==> config.mk <==
export PLATFORM = sky130hd
export DESIGN_NAME = delay_line_ctrl
export DESIGN_NICKNAME = d
export VERILOG_FILES = /design/src/rtl/delay_ctrl_pkg.sv /design/src/rtl/delay_line_ctrl.sv
export SDC_FILE = /design/constraint.sdc
export NUM_CORES = 1
export LEC_CHECK = 0
export BUFFER_PORTS_ARGS = -buffer_cell sky130_fd_sc_hd__clkbuf_2
export CAP_MARGIN = 20
export CORE_AREA = 2 2 45 55
export CTS_CLUSTER_SIZE = 8
export DETAILED_ROUTE_END_ITERATION = 8
export DIE_AREA = 0 0 47 57
export PLACE_DENSITY = 0.64
export SYNTH_ARGS = -nofsm -noshare
export SYNTH_HDL_FRONTEND = slang
export SYNTH_SLANG_ARGS = --single-unit
==> constraint.sdc <==
create_clock -name CLK -period 3.6 [get_ports CLK]
set_input_delay 0.54 -clock CLK [delete_from_list [all_inputs] [get_ports CLK]]
set_output_delay 0.54 -clock CLK [all_outputs]
set_load 0.01 [all_outputs]
==> src/rtl/delay_ctrl_pkg.sv <==
// Shared types, error bit indices and width helper for the delay-line controller.
package delay_ctrl_pkg;

    typedef enum logic [1:0] {
        ST_IDLE  = 2'd0,
        ST_FLUSH = 2'd1,
        ST_FILL  = 2'd2,
        ST_RUN   = 2'd3
    } dl_state_t;

    localparam int ERR_CLAMP   = 0;
    localparam int ERR_TIMEOUT = 1;

    // Number of bits needed to represent value (at least 1).
    function automatic int clogb2(input int value);
        int v;
        int n;
        v = value;
        n = 0;
        if (v <= 0) return 1;
        while (v > 0) begin
            n++;
            v = v >>> 1;
        end
        return n;
    endfunction

endpackage

==> src/rtl/delay_line_ctrl.sv <==
// Reconfigures an external delay line: flush, wait for fill, then report lock.
// Optional fill timeout enabled by defining DELAY_LINE_CTRL_TIMEOUT_EN.
module delay_line_ctrl
    import delay_ctrl_pkg::*;
#(
    parameter int MAX_DELAY_CLK  = 100,
    parameter int FLUSH_CLK      = 4,
    parameter int TIMEOUT_MARGIN = 16,
    localparam int CNT_W         = clogb2(MAX_DELAY_CLK)
) (
    input  logic             CLK,
    input  logic             RESETN,
    input  logic [CNT_W-1:0] CFG_DELAY,
    input  logic             CFG_VALID,
    output logic             CFG_READY,
    output logic             DL_RESETN,
    output logic [CNT_W-1:0] DL_DELAY_CLK,
    input  logic             DL_READY,
    input  logic             DL_VALID,
    output logic             BUSY,
    output logic             LOCKED,
    output logic [CNT_W-1:0] CUR_DELAY,
    output logic [1:0]       ERR
);

    localparam int FL_W = clogb2(FLUSH_CLK);

    dl_state_t        state, state_nxt;
    logic [CNT_W-1:0] cur_delay;
    logic [FL_W-1:0]  flush_cnt;
    logic             clamp_err;
    logic             hs;
    logic             clamp;
    logic             flush_last;
    logic             unused_inputs;

    // DL_READY is status only; state changes never depend on it.
    assign unused_inputs = DL_READY;

    assign CFG_READY  = (state == ST_IDLE) || (state == ST_RUN);
    assign DL_RESETN  = (state == ST_FILL) || (state == ST_RUN);
    assign BUSY       = (state == ST_FLUSH) || (state == ST_FILL);
    assign LOCKED     = (state == ST_RUN);
    assign DL_DELAY_CLK = cur_delay;
    assign CUR_DELAY    = cur_delay;

    assign hs         = CFG_READY && CFG_VALID;
    assign clamp      = CFG_DELAY > CNT_W'(MAX_DELAY_CLK);
    assign flush_last = flush_cnt == FL_W'(FLUSH_CLK - 1);

`ifdef DELAY_LINE_CTRL_TIMEOUT_EN
    localparam int TO_W = clogb2(MAX_DELAY_CLK + FLUSH_CLK + TIMEOUT_MARGIN);

    logic [TO_W-1:0] fill_cnt;
    logic [TO_W-1:0] fill_last_val;
    logic            fill_last;
    logic            timeout_err;

    // Give up on the last FILL cycle of delay + flush + margin.
    assign fill_last_val = TO_W'(cur_delay) + TO_W'(FLUSH_CLK + TIMEOUT_MARGIN - 1);
    assign fill_last     = (state == ST_FILL) && !DL_VALID && (fill_cnt == fill_last_val);
`endif

    always_comb begin
        state_nxt = state;
        case (state)
            ST_IDLE, ST_RUN: if (hs) state_nxt = ST_FLUSH;
            ST_FLUSH:        if (flush_last) state_nxt = ST_FILL;
            ST_FILL: begin
                if (DL_VALID) state_nxt = ST_RUN;
`ifdef DELAY_LINE_CTRL_TIMEOUT_EN
                else if (fill_last) state_nxt = ST_IDLE;
`endif
            end
            default:         state_nxt = ST_IDLE;
        endcase
    end

    always_ff @(posedge CLK) begin
        if (!RESETN) begin
            state     <= ST_IDLE;
            cur_delay <= '0;
            clamp_err <= 1'b0;
            flush_cnt <= '0;
        end else begin
            state     <= state_nxt;
            flush_cnt <= (state == ST_FLUSH) ? flush_cnt + FL_W'(1) : '0;
            if (hs) begin
                cur_delay <= clamp ? CNT_W'(MAX_DELAY_CLK) : CFG_DELAY;
                clamp_err <= clamp;
            end
        end
    end

`ifdef DELAY_LINE_CTRL_TIMEOUT_EN
    always_ff @(posedge CLK) begin
        if (!RESETN) begin
            fill_cnt    <= '0;
            timeout_err <= 1'b0;
        end else begin
            fill_cnt <= (state == ST_FILL) ? fill_cnt + TO_W'(1) : '0;
            if (hs)             timeout_err <= 1'b0;
            else if (fill_last) timeout_err <= 1'b1;
        end
    end
`endif

    always_comb begin
        ERR            = '0;
        ERR[ERR_CLAMP] = clamp_err;
`ifdef DELAY_LINE_CTRL_TIMEOUT_EN
        ERR[ERR_TIMEOUT] = timeout_err;
`endif
    end

endmodule

==> metrics.txt, run 1 <==
status=complete, no violations; post-CTS setup buffer count=0; layout cells sized above 1=38.4%; Die Ht=57 um; Filler cells=248; leakage=0.401 nW; clock network fraction of design power=17.2%; fin util=37.3%; TritonCTS clock tree=yes; grt total ovfl=0; setup_tns=0 ps; clock slew seen by the registers of the worst setup and hold paths=80 ps; DRC violations left=0; largest net degree at the start of global routing=16; CTS root buf=clkbuf_4; vias in the first global route=525; Hold Crit Depth=1; final setup vio count=0; DRT Wirelength=1280 um; RSZ-0062 raised after global routing=false; IO Count=32; cells on worst reg2reg path=5; Global Route Usage Sum=10.9%; Synth Register Bits=13; data required time at the worst endpoint=3060 ps; TritonCTS sink count=13; net count after synthesis=94; Synth Warn #=0; crit end category=primary output; sequential fraction of the synthesis area=37.7%; Avg WL per Cell=9.83 um; hpwl dp=1040 um; initial antenna violation count=0; Setup CP Type=register to primary output; Crit path largest cell delay=400 ps; First-pass DRT Iterations=4; core footprint=0.00219 mm2; pins over their slew limit=0; Worst Clk Skew=3.41 ps; Num CTS Buffers=3; port buffer count=29; switch share=39.2%; gpl congestion=0.749; Seq pwr share=38.6%; vias=597; H-tree depth=1; peak supply drop=0.242 mV; cell count after synthesis=77; logic gate share of total power=44.2%; CP arrival=1340 ps; Placement Rows=19; NetSw=0.201 mW; buffers plus inverters on the worst setup path=2; # placed instances=126; final hold vios=0; number of cells on the critical path=4; Die ar.=0.00268 mm2; Die W=47 um; Startpoint Class=register; DR iter-0 viols=11; Hold-fix buffers, CTS=0; library cells used by synthesis=28; Max-cap violations=0; vias per std cell=4.59; Cell Area, Synth=689 um2; Max Fanout on Critical Path=4; clk_lat worst skew=270 ps; PD cells=629 mW/mm2; global-route wire length before repair=2150 um; post-CTS sizing=0; average size of a mapped cell=8.95 um2; Net count, final=117; crit-path cells=inv_1 -> ha_1 -> or2_2 -> clkbuf_2; Initial Utilization=31.5%; Hold Slack=419 ps; Fmax=531 MHz; Layout Cells excl Fill=130; HP Class=register to register; remaining antenna violation count after routing=0; CTS max path bufs=2; Worst path top cell family by delay=flip-flops; Final Cycle Share=52.3%; Layout area overhead=18.3%; internal power=0.312 mW; slowest CP cell=dfxtp_1; clock period minus worst slack=1880 ps; n_diodes=0
==> metal layers <==
metal / wire length (um) / up-vias / GRT usage (%)
li1: - / 297 / -
met1: 503 / 273 / 12.3
met4: 22 / 0 / 5.95
met3: 102 / 4 / 2.22
met2: 649 / 23 / 18.4
met5: 0 / - / 0
==> layout make-up <==
class,count,area (um2),area share [%]
multi-input combinational,49,330,40.5
sequential,13,260,31.9
timing repair buffer,29,145,17.8
tap,31,38.8,4.75
clock buffer,4,26.3,3.22
inverter,4,15.0,1.84
==> synthesized netlist by cell type <==
library cell  instances  area share (%)
a211oi_2              1             1.8
a21boi_1              4             4.4
a31oi_1               2             1.8
a41o_1                1             1.5
and2_1                1            0.91
and3_1                1            0.91
and3b_1               1             1.3
buf_2                 1            0.73
buf_4                 9             9.8
buf_6                 1             1.6
conb_1                1            0.54
dfxtp_1              13              38
ha_1                  5             9.1
inv_1                 4             2.2
nand2_1               9             4.9
nand2_2               1            0.91
nand2b_1              3             2.7
nand3_1               6             4.4
nand4_1               1            0.91
nor2_1                3             1.6
nor2_2                1            0.91
nor3_2                1             1.5
o21a_1                1             1.1
o21ai_0               1            0.73
o21ai_1               2             1.5
o311a_1               1             1.5
o41ai_2               1             2.4
or2_2                 1            0.91
==> worst register-to-register path, cell delays in order, from the launching register on <==
cell      delay, ps
dfxtp_1         400
inv_1            60
ha_1            360
and2_1          340
nand3_1         140
a21boi_1        160
==> cell families (layout without fill, tap and decap cells) <==
group / count (synthesis) / after routing / synth area share (%)
flip-flops: 13 / 13 / 37.7
buffers and inverters: 15 / 37 / 14.3
AND/OR/NAND/NOR: 29 / 29 / 21.8
other: 1 / 1 / 0.544
AO/OA/AOI/OAI: 14 / 14 / 16.5
adder cells (fa/ha/maj): 5 / 5 / 9.07
==> sequential cells by signal, summed over array words and instances (netlist names) <==
name	cells
CUR_DELAY	7
clamp_err	1
flush_cnt	3
state	2
==> layout by cell type (no fill, tap or decap), drive strengths merged <==
master,Yosys,final
nor3,1,1
o21a,1,1
dfxtp,13,13
a21boi,4,4
nand2b,3,3
clkbuf,0,33
nand3,6,6
o41ai,1,1
nand4,1,1
conb,1,1
nor2,4,4
or2,1,1
inv,4,4
and3b,1,1
and3,1,1
o311a,1,1
ha,5,5
and2,1,1
a41o,1,1
o21ai,3,3
a211oi,1,1
a31oi,2,2
nand2,10,10
==> metrics by stage <==
stage | power (mW) | instance area [um2] | setup WS, ps
after floorplan | 0.381 | 689 | 2160
after global placement | 0.428 | 790 | 2030
after detailed placement | 0.432 | 790 | 2020
after CTS | 0.522 | 816 | 1700
after global routing | 0.560 | 816 | 1630
final | 0.513 | 816 | 1720
==> path summary, 6_finish.rpt <==
kind	slack, ps	end	from
max	1720	DL_RESETN	state[0]
min	420	flush_cnt[0]	flush_cnt[0]
max reg2reg	2070	CUR_DELAY[3]	state[0]
min reg2reg	420	flush_cnt[0]	flush_cnt[0]
==> power by group through the flow <==
stage | clock network, mW | logic, mW | registers (mW)
2_1_floorplan | 0 | 0.177 | 0.205
3_3_place_gp | 0 | 0.228 | 0.200
3_5_place_dp | 0 | 0.231 | 0.201
4_1_cts | 0.0926 | 0.231 | 0.198
5_1_grt | 0.0991 | 0.258 | 0.202
6_report | 0.0881 | 0.227 | 0.198
No activity file was read; power rests on OpenSTA's default activity.
==> run 2: changes to the inputs <==
- PLACE_DENSITY: 0.64 -> 0.66
- clock period: 3.6 -> 1.7 ns (I/O delays scaled with it)
==> run 2 against run 1 <==
  * Via count fell by 4.9%
  * Routed wire length rose by 0.31%
  * First-iteration DRC count decreased by 45%
  * Final area did not move
  * Sequential share of layout area is the same
  * Critical path depth unchanged
  * Largest cell class unchanged
  * Sequential power up 110%
  * Clock skew grew 1.2 ps
==> metrics.txt, run 2 (synthesized netlist as in run 1, its figures left out) <==
Initial Utilization=31.5%; crit end category=primary output; commonest non-fill, non-tap cell in the layout=clkbuf_2; RSZ-0062 raised after global routing=false; grt total ovfl=0; layout cells sized above 1=38.4%; cells on worst reg2reg path=5; CTS max path bufs=2; Crit path largest cell delay=400 ps; final setup vio count=0; vias in the first global route=475; DRT Wirelength=1280 um; Final Cycle Share=94.4%; port buffer count=29; Placement Rows=19; Hold Slack=239 ps; final hold vios=0; PD cells=1330 mW/mm2; crit-path cells=inv_1 -> ha_1 -> or2_2 -> clkbuf_2; First-pass DRT Iterations=4; gpl congestion=0.750; worst flop-to-flop path startpoint=state[0]; clock period minus worst slack=1600 ps; Die ar.=0.00268 mm2; status=complete, no violations; max reg flops=7; vias=568; Final WS setup=95.1 ps; Place WS=192 ps; DR iter-0 viols=6; hold_sp=CFG_DELAY[5]; Net count, final=117; IO Count=32; peak supply drop=0.501 mV; pins over their slew limit=0; clk_lat worst skew=270 ps; Avg WL per Cell=9.86 um; Die Ht=57 um; largest net degree at the start of global routing=16; Crit. Startpoint=state[0]; DRC violations left=0; CTS root buf=clkbuf_4; clock slew seen by the registers of the worst setup and hold paths=80 ps; Hold-fix buffers, CTS=0; initial antenna violation count=0; post-CTS sizing=0; HP Class=primary input to register; commonest cells after routing, fill and taps aside=clkbuf_2 (29), dfxtp_1 (13), nand2_1 (9), nand3_1 (6), ha_1 (5); Fmax=623 MHz; slowest CP cell=dfxtp_1; CP arrival=1350 ps; Worst Clk Skew=4.66 ps; hpwl dp=1060 um; leakage=0.401 nW; Layout area overhead=18.3%; Max Fanout on Critical Path=4; Filler cells=233; Die W=47 um; total power=1.09 mW; Num CTS Buffers=3; core footprint=0.00219 mm2; data required time at the worst endpoint=1440 ps; H-tree depth=1; vias per std cell=4.37; reg-to-reg slack, setup=180 ps; Setup CP Type=register to primary output; setup_tns=0 ps; TritonCTS sink count=13; global-route wire length before repair=1900 um; n_diodes=0; Startpoint Class=register; remaining antenna violation count after routing=0; Max-cap violations=0; Global Route Usage Sum=9.90%; post-CTS setup buffer count=0; Hold Crit Depth=3; TritonCTS clock tree=yes
[run 2: final timing paths]
kind                        to
hold reg to reg   flush_cnt[0]
setup / recovery     DL_RESETN
hold / removal    CUR_DELAY[5]
setup reg to reg  CUR_DELAY[3]
[run 2: layer usage]
metal	track usage, %	part of all wire (%)	vias up	wire length, um
li1	-	-	301	-
met1	11.1	43	247	545
met2	15.9	51	18	656
met3	1.90	5.2	2	67
met4	7.14	1.0	0	13
met5	0	0	-	0
[run 2: worst max-delay path, delay by kind of cell (launching register included)]
kind,cells,cell delay [ps]
flip-flops,1,400
AND/OR/NAND/NOR,1,290
buffers and inverters,2,200
adder cells (fa/ha/maj),1,200
[run 2: through the flow]
stage / std cells / utilization (%) / instance area [um2]
2_1_floorplan: 77 / - / 689
3_3_place_gp: 126 / 36.1 / 790
3_5_place_dp: 126 / 36.1 / 790
4_1_cts: 130 / 37.3 / 816
5_1_grt: 130 / 37.3 / 816
6_report: 130 / 37.3 / 816
[run 2: cell type report]
class	count	area (um2)	area share, %
clock buffers	4	26.3	3.22
repair buffers	29	145	17.8
multi-input cells	49	330	40.5
well taps	31	38.8	4.75
flip-flops and latches	13	260	31.9
inverters	4	15.0	1.84
[run 2: power by group]
group          switching (mW)  internal, mW
clock network          0.0913        0.0907
registers              0.0497         0.370
logic                   0.283         0.200
